### src/rtl/reg_bank_arb_pkg.sv
// Shared sizes and lock-state encoding for the register-bank arbiter.
// The lock state is only used when REG_BANK_ARB_LOCK_EN is defined.
package reg_bank_arb_pkg;

    localparam int N_REQ    = 4;
    localparam int DATA_W   = 4;
    localparam int ADDR_W   = 2;
    localparam int LOCK_MAX = 8;
    localparam int ID_W     = 2;
    localparam int CNT_W    = 3;

    typedef enum logic {
        UNLOCKED = 1'b0,
        LOCKED   = 1'b1
    } lock_state_t;

endpackage

### src/rtl/rr_arbiter.sv
// Round-robin winner search starting at ptr, and the pointer register.
// The parent decides when ptr moves and which index it moves past.
module rr_arbiter
    import reg_bank_arb_pkg::*;
(
    input  logic             clk,
    input  logic             reset,
    input  logic [N_REQ-1:0] req,
    input  logic             upd,
    input  logic [ID_W-1:0]  upd_idx,
    output logic             any,
    output logic [ID_W-1:0]  win_idx
);

    logic [ID_W-1:0] ptr;

    always_comb begin
        logic [ID_W-1:0] cand;
        any     = 1'b0;
        win_idx = ptr;
        cand    = ptr;
        for (int k = 0; k < N_REQ; k++) begin
            cand = ptr + ID_W'(k);
            if (!any && req[cand]) begin
                any     = 1'b1;
                win_idx = cand;
            end
        end
    end

    // The 2-bit add wraps naturally, giving (upd_idx + 1) mod 4.
    always_ff @(posedge clk) begin
        if (reset) begin
            ptr <= '0;
        end else if (upd) begin
            ptr <= upd_idx + ID_W'(1);
        end
    end

endmodule

### src/rtl/reg_bank_arbiter.sv
// Four requesters write a 4x4-bit register bank through a round-robin grant.
// Optional grant holding is compiled in with REG_BANK_ARB_LOCK_EN.
module reg_bank_arbiter
    import reg_bank_arb_pkg::*;
(
    input  logic                      clk,
    input  logic                      reset,
    input  logic [N_REQ-1:0]          req,
    input  logic [N_REQ*ADDR_W-1:0]   wr_addr,
    input  logic [N_REQ*DATA_W-1:0]   wr_data,
`ifdef REG_BANK_ARB_LOCK_EN
    input  logic [N_REQ-1:0]          lock,
`endif
    output logic [N_REQ-1:0]          gnt,
    output logic [N_REQ*DATA_W-1:0]   reg_q,
    output logic                      wr_valid,
    output logic [ID_W-1:0]           last_id
);

    logic              any;
    logic [ID_W-1:0]   win_idx;
    logic              upd;
    logic [ID_W-1:0]   upd_idx;
    logic              grant;
    logic [ID_W-1:0]   gnt_idx;
    logic [ADDR_W-1:0] wr_sel;
    logic [DATA_W-1:0] wr_val;
    logic [DATA_W-1:0] bank [N_REQ];

    rr_arbiter u_rr (
        .clk     (clk),
        .reset   (reset),
        .req     (req),
        .upd     (upd),
        .upd_idx (upd_idx),
        .any     (any),
        .win_idx (win_idx)
    );

`ifdef REG_BANK_ARB_LOCK_EN
    lock_state_t      state;
    logic [ID_W-1:0]  owner;
    logic [CNT_W-1:0] cnt;
    logic             lock_exit;

    // The edge that would bring cnt to LOCK_MAX-1 is the last locked edge.
    assign lock_exit = !lock[owner] || (cnt == CNT_W'(LOCK_MAX - 2));

    always_comb begin
        grant   = any;
        gnt_idx = win_idx;
        upd     = any;
        upd_idx = win_idx;
        if (state == LOCKED) begin
            grant   = req[owner];
            gnt_idx = owner;
            upd     = lock_exit;
            upd_idx = owner;
        end else if (any && lock[win_idx]) begin
            upd = 1'b0;
        end
        gnt = grant ? (N_REQ'(1) << gnt_idx) : '0;
    end

    always_ff @(posedge clk) begin
        if (reset) begin
            state <= UNLOCKED;
            owner <= '0;
            cnt   <= '0;
        end else begin
            case (state)
                UNLOCKED: begin
                    if (any && lock[win_idx]) begin
                        state <= LOCKED;
                        owner <= win_idx;
                        cnt   <= '0;
                    end
                end
                LOCKED: begin
                    if (lock_exit) begin
                        state <= UNLOCKED;
                        cnt   <= '0;
                    end else begin
                        cnt <= cnt + CNT_W'(1);
                    end
                end
                default: state <= UNLOCKED;
            endcase
        end
    end
`else
    always_comb begin
        grant   = any;
        gnt_idx = win_idx;
        upd     = any;
        upd_idx = win_idx;
        gnt     = grant ? (N_REQ'(1) << gnt_idx) : '0;
    end
`endif

    assign wr_sel = wr_addr[ADDR_W*gnt_idx +: ADDR_W];
    assign wr_val = wr_data[DATA_W*gnt_idx +: DATA_W];

    always_ff @(posedge clk) begin
        if (reset) begin
            for (int k = 0; k < N_REQ; k++) begin
                bank[k] <= '0;
            end
            wr_valid <= 1'b0;
            last_id  <= '0;
        end else begin
            wr_valid <= grant;
            if (grant) begin
                bank[wr_sel] <= wr_val;
                last_id      <= gnt_idx;
            end
        end
    end

    always_comb begin
        reg_q = '0;
        for (int k = 0; k < N_REQ; k++) begin
            reg_q[DATA_W*k +: DATA_W] = bank[k];
        end
    end

endmodule

### config.mk
export PLATFORM = sky130hd
export DESIGN_NAME = reg_bank_arbiter
export DESIGN_NICKNAME = d
export VERILOG_FILES = /design/src/rtl/reg_bank_arb_pkg.sv /design/src/rtl/rr_arbiter.sv /design/src/rtl/reg_bank_arbiter.sv
export SDC_FILE = /design/constraint.sdc
export NUM_CORES = 1
export LEC_CHECK = 0
export ABC_AREA = 0
export ABC_CLOCK_PERIOD_IN_PS = 3110
export BUFFER_PORTS_ARGS = -buffer_cell sky130_fd_sc_hd__buf_4
export CORE_ASPECT_RATIO = 1.2
export CORE_UTILIZATION = 45
export CTS_CLUSTER_DIAMETER = 40
export DETAILED_ROUTE_END_ITERATION = 6
export PLACE_DENSITY = 0.77
export SYNTH_ARGS = -nofsm -noshare
export SYNTH_HDL_FRONTEND = slang
export SYNTH_SLANG_ARGS = --single-unit
### constraint.sdc
create_clock -name clk -period 3.11 [get_ports clk]
set_input_delay 0.311 -clock clk [delete_from_list [all_inputs] [get_ports clk]]
set_output_delay 0.311 -clock clk [all_outputs]
set_load 0.01 [all_outputs]
Word-level counts from Yosys, hierarchy flattened
Memories as Yosys holds them, arrays and structs flattened.
Index checks and enable logic that the tools add are counted.

storage, ports and cells
  logic and storage cells = 46
  memories kept = 1
  RAM bits = 16
  input port bits = 30
  bits in registers = 5

memories
  memory  depth  width  read ports  clocked after memory_dff  wr ports  line                    source
  bank    4      4      4           0                         4         reg_bank_arbiter.sv:28  logic [DATA_W-1:0] bank [N_REQ];

cells by class
  magnitude comparators = 4
  muxes and demuxes = 24
  reduce and logical (&&, ||, !) cells = 7
  add/sub/neg operators = 4
  shifts and indexed selects = 3

operators by type and width
  cell                                                                  count
  16-bit by 5-bit variable part select with 4-bit output                1
  1-bit 2-to-1 mux                                                      14
  2-bit by 3-bit < comparator with 1-bit output, second input constant  4
  1-bit binary-select mux with 2-bit select                             4
  2-bit 2-to-1 mux                                                      4
  4-bit 2-to-1 mux                                                      2
  8-bit by 4-bit variable part select with 2-bit output                 1
  2-bit by 1-bit adder with 2-bit output, second input constant         2
  2-bit adder, second input constant                                    2
  4-bit OR reduction                                                    1
  1-bit by 2-bit left shift with 4-bit output, first input constant     1
  1-bit logical AND                                                     3
  1-bit logical NOT                                                     3

Logic depth before layout (Yosys ltp)
Gate-level depths: netlist of the first run.

  depth after elaboration = 17
  depth in mapped cells = 9

Hierarchy
Synthesis of the first run repeated with hierarchy kept, for this count alone.

unflattened totals
  cells, all modules = 101
  area total of the unflattened synthesis = 1,139.8 um^2

by module, submodules not included
  module            cells an instance  times used  area an instance (um^2)
  reg_bank_arbiter  77                 1           972.2
  rr_arbiter        24                 1           167.7

Worst setup path after synthesis of the first run
No wires, ideal clock.

  path type = register to register
  from = reg u_rr.ptr[1]
  to = mem bank[2][0] (enable)
  buffers on the path = 1
  setup slack = 0.563 ns
  arrival = 2.212 ns
  setup time = 0.335 ns
  required time = 2.775 ns
  cell stages (with the launch flop) = 8
  cells stage by stage = dfxtp_1 -> and3b_1 -> or4_4 -> and2_1 -> buf_6 -> a211o_1 -> a221o_1 -> o21ai_1

RTL lines
  item                      line                    source
  start: declaration        rr_arbiter.sv:15        logic [ID_W-1:0] ptr;
  start signal: assignment  rr_arbiter.sv:36        ptr <= upd_idx + ID_W'(1);
  end: declaration          reg_bank_arbiter.sv:28

==> results of run 1 <==
==> registers in the layout, summed over array words and instances (netlist names) <==
name      cells
last_id       2
bank         16
wr_valid      1
u_rr.ptr      2
==> worst reg2reg max path, delay by kind of cell, from the launching register on <==
family,cells,cell delay [ns]
buffers and inverters,1,0.21
and+or+nand+nor,3,0.96
AOI/OAI and AO/OA,3,0.88
DFF,1,0.38
==> stage by stage <==
step / cell area, sq um / total power (W) / hold slack (ns) / utilization [%] / setup slack [ns]
2_1_floorplan: 1177 / 0.0006447 / 0.3834 / - / 0.5631
3_3_place_gp: 1604 / 0.0007910 / 0.4899 / 67.47 / 0.3998
3_5_place_dp: 1604 / 0.0008017 / 0.4919 / 67.47 / 0.3351
4_1_cts: 1632 / 0.0009207 / 0.2192 / 68.63 / 0.3661
5_1_grt: 1632 / 0.0009776 / 0.2110 / 68.63 / 0.2143
6_report: 1632 / 0.0009195 / 0.2184 / 68.63 / 0.3598
==> synth_stat cells (all sizes together) <==
cell / count / area share (%)
a211o: 2 / 1.5
a211oi: 2 / 1.3
a21boi: 2 / 1.3
a21o: 1 / 0.64
a21oi: 4 / 1.7
a221o: 2 / 1.7
a22oi: 1 / 0.64
and2: 2 / 1.1
and3b: 1 / 0.74
buf: 3 / 1.7
clkbuf: 1 / 0.32
dfxtp: 5 / 8.5
edfxtp: 16 / 41
ha: 4 / 4.3
inv: 10 / 3.2
mux2i: 1 / 0.85
mux4: 4 / 7.7
nand2: 7 / 2.2
nand3: 2 / 0.85
nor2: 15 / 4.8
nor2b: 11 / 5.8
nor3: 2 / 0.85
nor4: 1 / 0.53
o211ai: 2 / 1.3
o21a: 2 / 1.3
o21ai: 4 / 2.0
o221a: 1 / 0.96
o31ai: 1 / 0.64
or4: 1 / 0.96
==> layer usage <==
metal  track usage (%)  vias to the layer above  part of all wire, %
li1                  -                      505                    -
met1             16.90                      464                   34
met2             42.26                       33                   61
met3             3.412                        2                  4.1
met4             7.563                        0                 0.61
met5                 0                        -                    0
==> cell families after synthesis <==
| group | after synthesis | synth area share [%] |
|---|---|---|
| AND/OR/NAND/NOR | 42 | 17.85 |
| AO/OA/AOI/OAI | 24 | 14.88 |
| flip-flops | 21 | 49.31 |
| buffers and inverters | 14 | 5.206 |
| multiplexers | 5 | 8.502 |
| adder cells (fa/ha/maj) | 4 | 4.251 |
==> where the power goes <==
group | switching, W | total (W) | internal (W) | leakage, nW
Combinational | 0.000200 | 0.000399 | 0.000199 | 0.533
Sequential | 0.0000228 | 0.000396 | 0.000373 | 0.211
Clock | 0.0000773 | 0.000125 | 0.0000478 | 0.0177
==> path summary, 6_finish.rpt <==
path,endpoint,depth (start not counted),start
worst max-delay path,bank[2][2],7,u_rr.ptr[1]
worst min-delay path,last_id[0],2,reset
worst max register to register,bank[2][2],7,u_rr.ptr[1]
worst min register to register,last_id[0],2,last_id[0]
==> layout make-up <==
class	instances	share of cell area, %
inverters	10	2.301
multi-input cells	75	33.21
clock inverters	1	0.3067
clock buffers	3	1.380
flip-flops and latches	21	35.58
repair buffers	54	24.85
well taps	31	2.377
==> run_summary.xml, run 1 <==
<?xml version="1.0" encoding="UTF-8"?>
<metrics>
  <group name="sta">
    <metric name="final.setup_skew" unit="ns">0.01299</metric>
    <metric name="rsz0062_at_grt" unit="">no</metric>
    <metric name="fmax_achieved" unit="MHz">363.6</metric>
    <metric name="timing_worst_slew_pin_value" unit="ns">0.6199</metric>
    <metric name="relSlewSlack" unit="%">58.32</metric>
    <metric name="finalSetupViolations" unit="">0</metric>
    <metric name="slew_viol_final" unit="">0</metric>
    <metric name="tns" unit="ns">0</metric>
    <metric name="final_period_minus_worst_setup_slack" unit="ns">2.750</metric>
    <metric name="finalCritPeriodShare" unit="%">88.43</metric>
    <metric name="final_hold_violating_endpoints" unit="">0</metric>
  </group>
  <group name="placed_design">
    <metric name="dpl.cell_count" unit="">191</metric>
    <metric name="dp_hpwl" unit="mm">2.046</metric>
    <metric name="port_buffers" unit="">52</metric>
    <metric name="routabilityCongestion" unit="">0.8130</metric>
  </group>
  <group name="die">
    <metric name="floorplan.core_area" unit="sq mm">0.002377</metric>
    <metric name="design.die.area" unit="sq mm">0.002826</metric>
    <metric name="die_h" unit="um">58.04</metric>
    <metric name="die_width" unit="um">48.70</metric>
    <metric name="floorplan.rows" unit="">19</metric>
    <metric name="ios" unit="">53</metric>
    <metric name="start_util" unit="%">49.53</metric>
  </group>
  <group name="flow_run">
    <metric name="max-cap-violations" unit="">0</metric>
  </group>
  <group name="synthesis">
    <metric name="synthesis.instances" unit="">110</metric>
    <metric name="ys.warnings.count" unit="">0</metric>
    <metric name="netlist-cell-type-count" unit="">34</metric>
    <metric name="synthesis.area_per_instance" unit="sq um">10.70</metric>
    <metric name="syn-cell-area" unit="sq mm">0.001177</metric>
    <metric name="flops_latches_synth" unit="">21</metric>
    <metric name="synth_fp_nets" unit="">144</metric>
    <metric name="synth_sequential_area_ratio" unit="%">49.31</metric>
  </group>
  <group name="global_route">
    <metric name="grt_pass1_vias" unit="">1035</metric>
    <metric name="wire_length_of_the_first_global_routing_pass" unit="mm">4.174</metric>
    <metric name="number_of_antenna_violations_at_the_first_check_in_global_routing" unit="">0</metric>
    <metric name="global_route.usage.total" unit="%">19.46</metric>
    <metric name="grt_max_degree" unit="">16</metric>
    <metric name="grt.overflow.total" unit="">0</metric>
  </group>
  <group name="routing">
    <metric name="route.detailed.vias_per_inst" unit="">5.149</metric>
    <metric name="via_count" unit="">1004</metric>
    <metric name="wl" unit="mm">2.453</metric>
    <metric name="drt-pass1-iter-count" unit="">3</metric>
    <metric name="antenna_violating_nets_post_route" unit="">0</metric>
    <metric name="route.detailed.wl_per_inst" unit="um">12.58</metric>
    <metric name="detailedRoute.firstIterationViolations" unit="">20</metric>
    <metric name="post-route-drc-count" unit="">0</metric>
  </group>
  <group name="layout">
    <metric name="final_cell_mix" unit="">buf_4, edfxtp_1, nor2_1, nor2b_1, inv_1</metric>
    <metric name="ff_latch_area" unit="sq um">580.6</metric>
    <metric name="post_route_cells_drive_above_1_share" unit="%">40.85</metric>
    <metric name="synthToLayoutAreaGrowth" unit="%">38.58</metric>
    <metric name="multi_input_comb_area" unit="sq um">541.8</metric>
    <metric name="finalNetCount" unit="">199</metric>
    <metric name="layout.filler_cells" unit="">198</metric>
    <metric name="layout_commonest_cell" unit="">buf_4</metric>
    <metric name="non_filler_instance_count_after_layout" unit="">195</metric>
    <metric name="diodes" unit="">0</metric>
  </group>
  <group name="clock_tree">
    <metric name="cts_root_buffer" unit="">clkbuf_4</metric>
    <metric name="cts.path.max_buffers" unit="">2</metric>
    <metric name="cts_sinks" unit="">21</metric>
    <metric name="cts.htree.levels" unit="">1</metric>
    <metric name="cts_inserted_buffers" unit="">3</metric>
    <metric name="cts-resized-gates" unit="">0</metric>
    <metric name="clock_latency" unit="ns">0.30</metric>
    <metric name="cts_tree" unit="">done</metric>
    <metric name="hold_buf_count_cts" unit="">0</metric>
    <metric name="cts_post_setup_buffers_inserted" unit="">0</metric>
    <metric name="clkTransAtPathRegs" unit="ns">0.12</metric>
  </group>
  <group name="setup_path">
    <metric name="path_class" unit="">flop to flop</metric>
    <metric name="timing.critical_path.from_type" unit="">flop</metric>
    <metric name="timing.critical_path.required" unit="ns">3.08</metric>
    <metric name="setup.reg_to_reg.worst_slack" unit="ns">0.36</metric>
    <metric name="timing.critical_path.slowest_stage_cell" unit="">or4_4</metric>
    <metric name="crit_path_max_incr_delay" unit="ns">0.50</metric>
    <metric name="worstPathCellList" unit="">and3b_1 -&gt; or4_4 -&gt; and2_1 -&gt; buf_4 -&gt; o21a_1 -&gt; a221o_1 -&gt; o21ai_1</metric>
    <metric name="timing.critical_path.buf_inv" unit="">1</metric>
    <metric name="critical_path.max_fanout" unit="">10</metric>
    <metric name="cp_top_family" unit="">simple AND/OR/NAND/NOR gates</metric>
    <metric name="cp_data_arrival_time" unit="ns">2.72</metric>
    <metric name="end_kind" unit="">flop</metric>
  </group>
  <group name="power">
    <metric name="power.density_cell_area" unit="mW/mm^2">563.6</metric>
    <metric name="leakage" unit="nW">0.7618</metric>
    <metric name="vdd_drop_max" unit="mV">0.3300</metric>
  </group>
  <group name="min_path">
    <metric name="hold_class" unit="">primary input to flop</metric>
  </group>
  <group name="status">
    <metric name="outcome" unit="">finished, final reports clean</metric>
  </group>
</metrics>
No activity file was read; power rests on OpenSTA's default activity.
==> run 2, diff against run 1 <==
--- a/config.mk
+++ b/config.mk
@@ -12,6 +12,7 @@
 export CORE_UTILIZATION = 45
 export CTS_CLUSTER_DIAMETER = 40
 export DETAILED_ROUTE_END_ITERATION = 6
+export HOLD_SLACK_MARGIN = 0.03
 export PLACE_DENSITY = 0.77
 export SYNTH_ARGS = -nofsm -noshare
 export SYNTH_HDL_FRONTEND = slang
==> constraint.sdc (replaced) <==
create_clock -name clk -period 3.11 [get_ports clk]
set_input_delay 0.622 -clock clk [delete_from_list [all_inputs] [get_ports clk]]
set_output_delay 0.622 -clock clk [all_outputs]
set_load 0.01 [all_outputs]
==> run 2 against run 1 <==
  * Clock skew is 0.012 ns lower
  * Sequential share of layout area is 0.32 points lower
  * Sequential power hardly changed
  * Clock power hardly changed
  * Cell area is 0.92% higher
  * Fmax is 6.7% lower
  * Die area stayed put
  * Register-to-register slack better by 0.11 ns
  * Utilization is 0.63 points higher
  * Largest cell class unchanged
==> run_summary.xml, run 2 (synthesized netlist as in run 1, its figures left out) <==
<?xml version="1.0" encoding="UTF-8"?>
<metrics>
  <group name="sta">
    <metric name="final_hold_violating_endpoints" unit="">0</metric>
    <metric name="finalCritPeriodShare" unit="%">94.75</metric>
    <metric name="tns" unit="ns">0</metric>
    <metric name="hold-worst-slack" unit="ns">0.5043</metric>
    <metric name="finalWorstSetupSlack" unit="ns">0.1634</metric>
    <metric name="final.setup_skew" unit="ns">0.0008585</metric>
    <metric name="slew_viol_final" unit="">0</metric>
    <metric name="finalSetupViolations" unit="">0</metric>
    <metric name="fmax_achieved" unit="MHz">339.4</metric>
    <metric name="rsz0062_at_grt" unit="">no</metric>
    <metric name="timing_worst_slew_pin_value" unit="ns">0.3602</metric>
    <metric name="final_period_minus_worst_setup_slack" unit="ns">2.947</metric>
    <metric name="relSlewSlack" unit="%">75.99</metric>
  </group>
  <group name="layout">
    <metric name="diodes" unit="">0</metric>
    <metric name="final_cell_mix" unit="">buf_4, edfxtp_1, nor2_1, nor2b_1, inv_1</metric>
    <metric name="postLayoutCoreUtil" unit="%">69.26</metric>
    <metric name="synthToLayoutAreaGrowth" unit="%">39.85</metric>
    <metric name="largest_reg_flops" unit="">16</metric>
    <metric name="layout.filler_cells" unit="">189</metric>
    <metric name="top_register" unit="">bank</metric>
    <metric name="post_route_cells_drive_above_1_share" unit="%">41.57</metric>
    <metric name="layout_commonest_cell" unit="">buf_4</metric>
    <metric name="final_cell_area" unit="sq mm">0.001647</metric>
    <metric name="finalNetCount" unit="">201</metric>
    <metric name="biggestRegsByFlops" unit="">bank (16), last_id (2), u_rr.ptr (2)</metric>
  </group>
  <group name="setup_path">
    <metric name="setup.reg_to_reg.worst_slack" unit="ns">0.47</metric>
    <metric name="cp_data_arrival_time" unit="ns">2.32</metric>
    <metric name="worstReg2RegStart" unit="">u_rr.ptr[1]</metric>
    <metric name="cp_top_family" unit="">simple AND/OR/NAND/NOR gates</metric>
    <metric name="crit_path_max_incr_delay" unit="ns">0.50</metric>
    <metric name="timing.critical_path.from_type" unit="">primary input</metric>
    <metric name="critical_path.max_fanout" unit="">11</metric>
    <metric name="end_kind" unit="">output pin</metric>
    <metric name="worstPathCellList" unit="">buf_4 -&gt; and3b_1 -&gt; or4_4 -&gt; and2_1 -&gt; buf_4 -&gt; inv_1 -&gt; ha_1 -&gt; nor2b_1 -&gt; buf_4</metric>
    <metric name="timing.critical_path.slowest_stage_cell" unit="">or4_4</metric>
    <metric name="cpMostUsedCell" unit="">buf_4</metric>
    <metric name="reg2regPathDepth" unit="">6</metric>
    <metric name="path_class" unit="">primary input to output pin</metric>
    <metric name="timing.critical_path.buf_inv" unit="">4</metric>
    <metric name="reg2reg_to" unit="">bank[2][0]</metric>
    <metric name="timing.critical_path.required" unit="ns">2.49</metric>
  </group>
  <group name="routing">
    <metric name="post-route-drc-count" unit="">0</metric>
    <metric name="wl" unit="mm">2.416</metric>
    <metric name="drt-pass1-iter-count" unit="">4</metric>
    <metric name="via_count" unit="">1012</metric>
    <metric name="antenna_violating_nets_post_route" unit="">0</metric>
    <metric name="routed_wire_length_on_met3" unit="um">133</metric>
    <metric name="route.detailed.vias_per_inst" unit="">5.137</metric>
    <metric name="met2WireLength" unit="mm">1.439</metric>
    <metric name="routed.top_layer" unit="">met4</metric>
    <metric name="route.detailed.wl_per_inst" unit="um">12.26</metric>
    <metric name="routed_length_on_met1" unit="um">813</metric>
    <metric name="detailedRoute.firstIterationViolations" unit="">10</metric>
  </group>
  <group name="placed_design">
    <metric name="preCtsSetupSlack" unit="ns">0.09936</metric>
    <metric name="routabilityCongestion" unit="">0.8235</metric>
    <metric name="port_buffers" unit="">52</metric>
    <metric name="placement.cell_area" unit="sq mm">0.001619</metric>
    <metric name="dp_hpwl" unit="mm">2.034</metric>
  </group>
  <group name="die">
    <metric name="ios" unit="">53</metric>
    <metric name="floorplan.rows" unit="">19</metric>
    <metric name="die_h" unit="um">58.04</metric>
    <metric name="start_util" unit="%">49.53</metric>
    <metric name="design.die.area" unit="sq mm">0.002826</metric>
    <metric name="floorplan.core_area" unit="sq mm">0.002377</metric>
    <metric name="die_width" unit="um">48.70</metric>
  </group>
  <group name="min_path">
    <metric name="hold_path_depth" unit="">2</metric>
    <metric name="hold_path_end" unit="">last_id[1]</metric>
    <metric name="hold_path.startpoint" unit="">last_id[1]</metric>
    <metric name="hold_class" unit="">flop to flop</metric>
  </group>
  <group name="clock_tree">
    <metric name="hold_buf_count_cts" unit="">0</metric>
    <metric name="cts_root_buffer" unit="">clkbuf_4</metric>
    <metric name="cts_tree" unit="">done</metric>
    <metric name="cts_inserted_buffers" unit="">3</metric>
    <metric name="cts.path.max_buffers" unit="">2</metric>
    <metric name="clkTransAtPathRegs" unit="ns">0.11</metric>
    <metric name="cts.htree.levels" unit="">1</metric>
    <metric name="cts_sinks" unit="">21</metric>
    <metric name="cts_post_setup_buffers_inserted" unit="">0</metric>
    <metric name="cts-resized-gates" unit="">0</metric>
    <metric name="clock_latency" unit="ns">0.28</metric>
  </group>
  <group name="global_route">
    <metric name="grt_max_degree" unit="">16</metric>
    <metric name="global_route.usage.total" unit="%">18.75</metric>
    <metric name="wire_length_of_the_first_global_routing_pass" unit="mm">4.071</metric>
    <metric name="grt_pass1_vias" unit="">1027</metric>
    <metric name="grt.overflow.total" unit="">0</metric>
    <metric name="number_of_antenna_violations_at_the_first_check_in_global_routing" unit="">0</metric>
  </group>
  <group name="power">
    <metric name="power.density_cell_area" unit="mW/mm^2">560.6</metric>
    <metric name="leakage" unit="nW">0.7708</metric>
    <metric name="vdd_drop_max" unit="mV">0.3408</metric>
  </group>
  <group name="flow_run">
    <metric name="max-cap-violations" unit="">0</metric>
  </group>
  <group name="status">
    <metric name="outcome" unit="">finished, final reports clean</metric>
  </group>
</metrics>
-- run 2: worst reg2reg max path, cell delays in order, from the launching register on --
cell and delay [ns]:
dfxtp_1 0.38, and3b_1 0.20, or4_4 0.50, and2_1 0.22, a211o_1 0.34, a221o_1 0.38, o21ai_1 0.31
-- run 2: worst max path at each step --
stage | from | to | slack (ns) | cells past startpoint
2_1_floorplan | req[3] | bank[2][0] | 0.29 | 7
3_3_place_gp | req[3] | bank[2][1] | 0.18 | 7
3_5_place_dp | req[3] | bank[2][3] | 0.1 | 7
4_1_cts | req[3] | gnt[3] | 0.17 | 9
5_1_grt | req[3] | gnt[3] | 0.06 | 9
6_report | req[3] | gnt[3] | 0.16 | 9
-- run 2: cell type report --
| class | count | area, sq um | area share, % |
|---|---|---|---|
| sequential | 21 | 580.6 | 35.26 |
| clock buffer | 3 | 22.52 | 1.368 |
| tap | 31 | 38.79 | 2.356 |
| inverter | 10 | 37.54 | 2.280 |
| multi-input combinational | 75 | 541.8 | 32.90 |
| timing repair buffer | 56 | 420.4 | 25.53 |
| clock inverter | 1 | 5.005 | 0.3040 |
-- run 2: routing by layer --
metal,up-vias,track usage (%)
met5,-,0
met4,0,5.462
met3,5,3.150
met2,40,40.87
met1,460,16.98
li1,507,-
-- run 2: where the power goes --
group / switching (W) / total (W) / leakage [nW] / internal (W)
sequential: 0.0000222 / 0.000395 / 0.211 / 0.000373
combinational: 0.000201 / 0.000406 / 0.542 / 0.000205
clock: 0.0000749 / 0.000123 / 0.0177 / 0.0000477
-- run 2: metrics by stage --
step                total power [W]  std cells
finish                    0.0009230        197
global placement          0.0007978        193
global route              0.0009805        197
CTS                       0.0009295        197
detailed placement        0.0008106        193
floorplan                 0.0006447        110
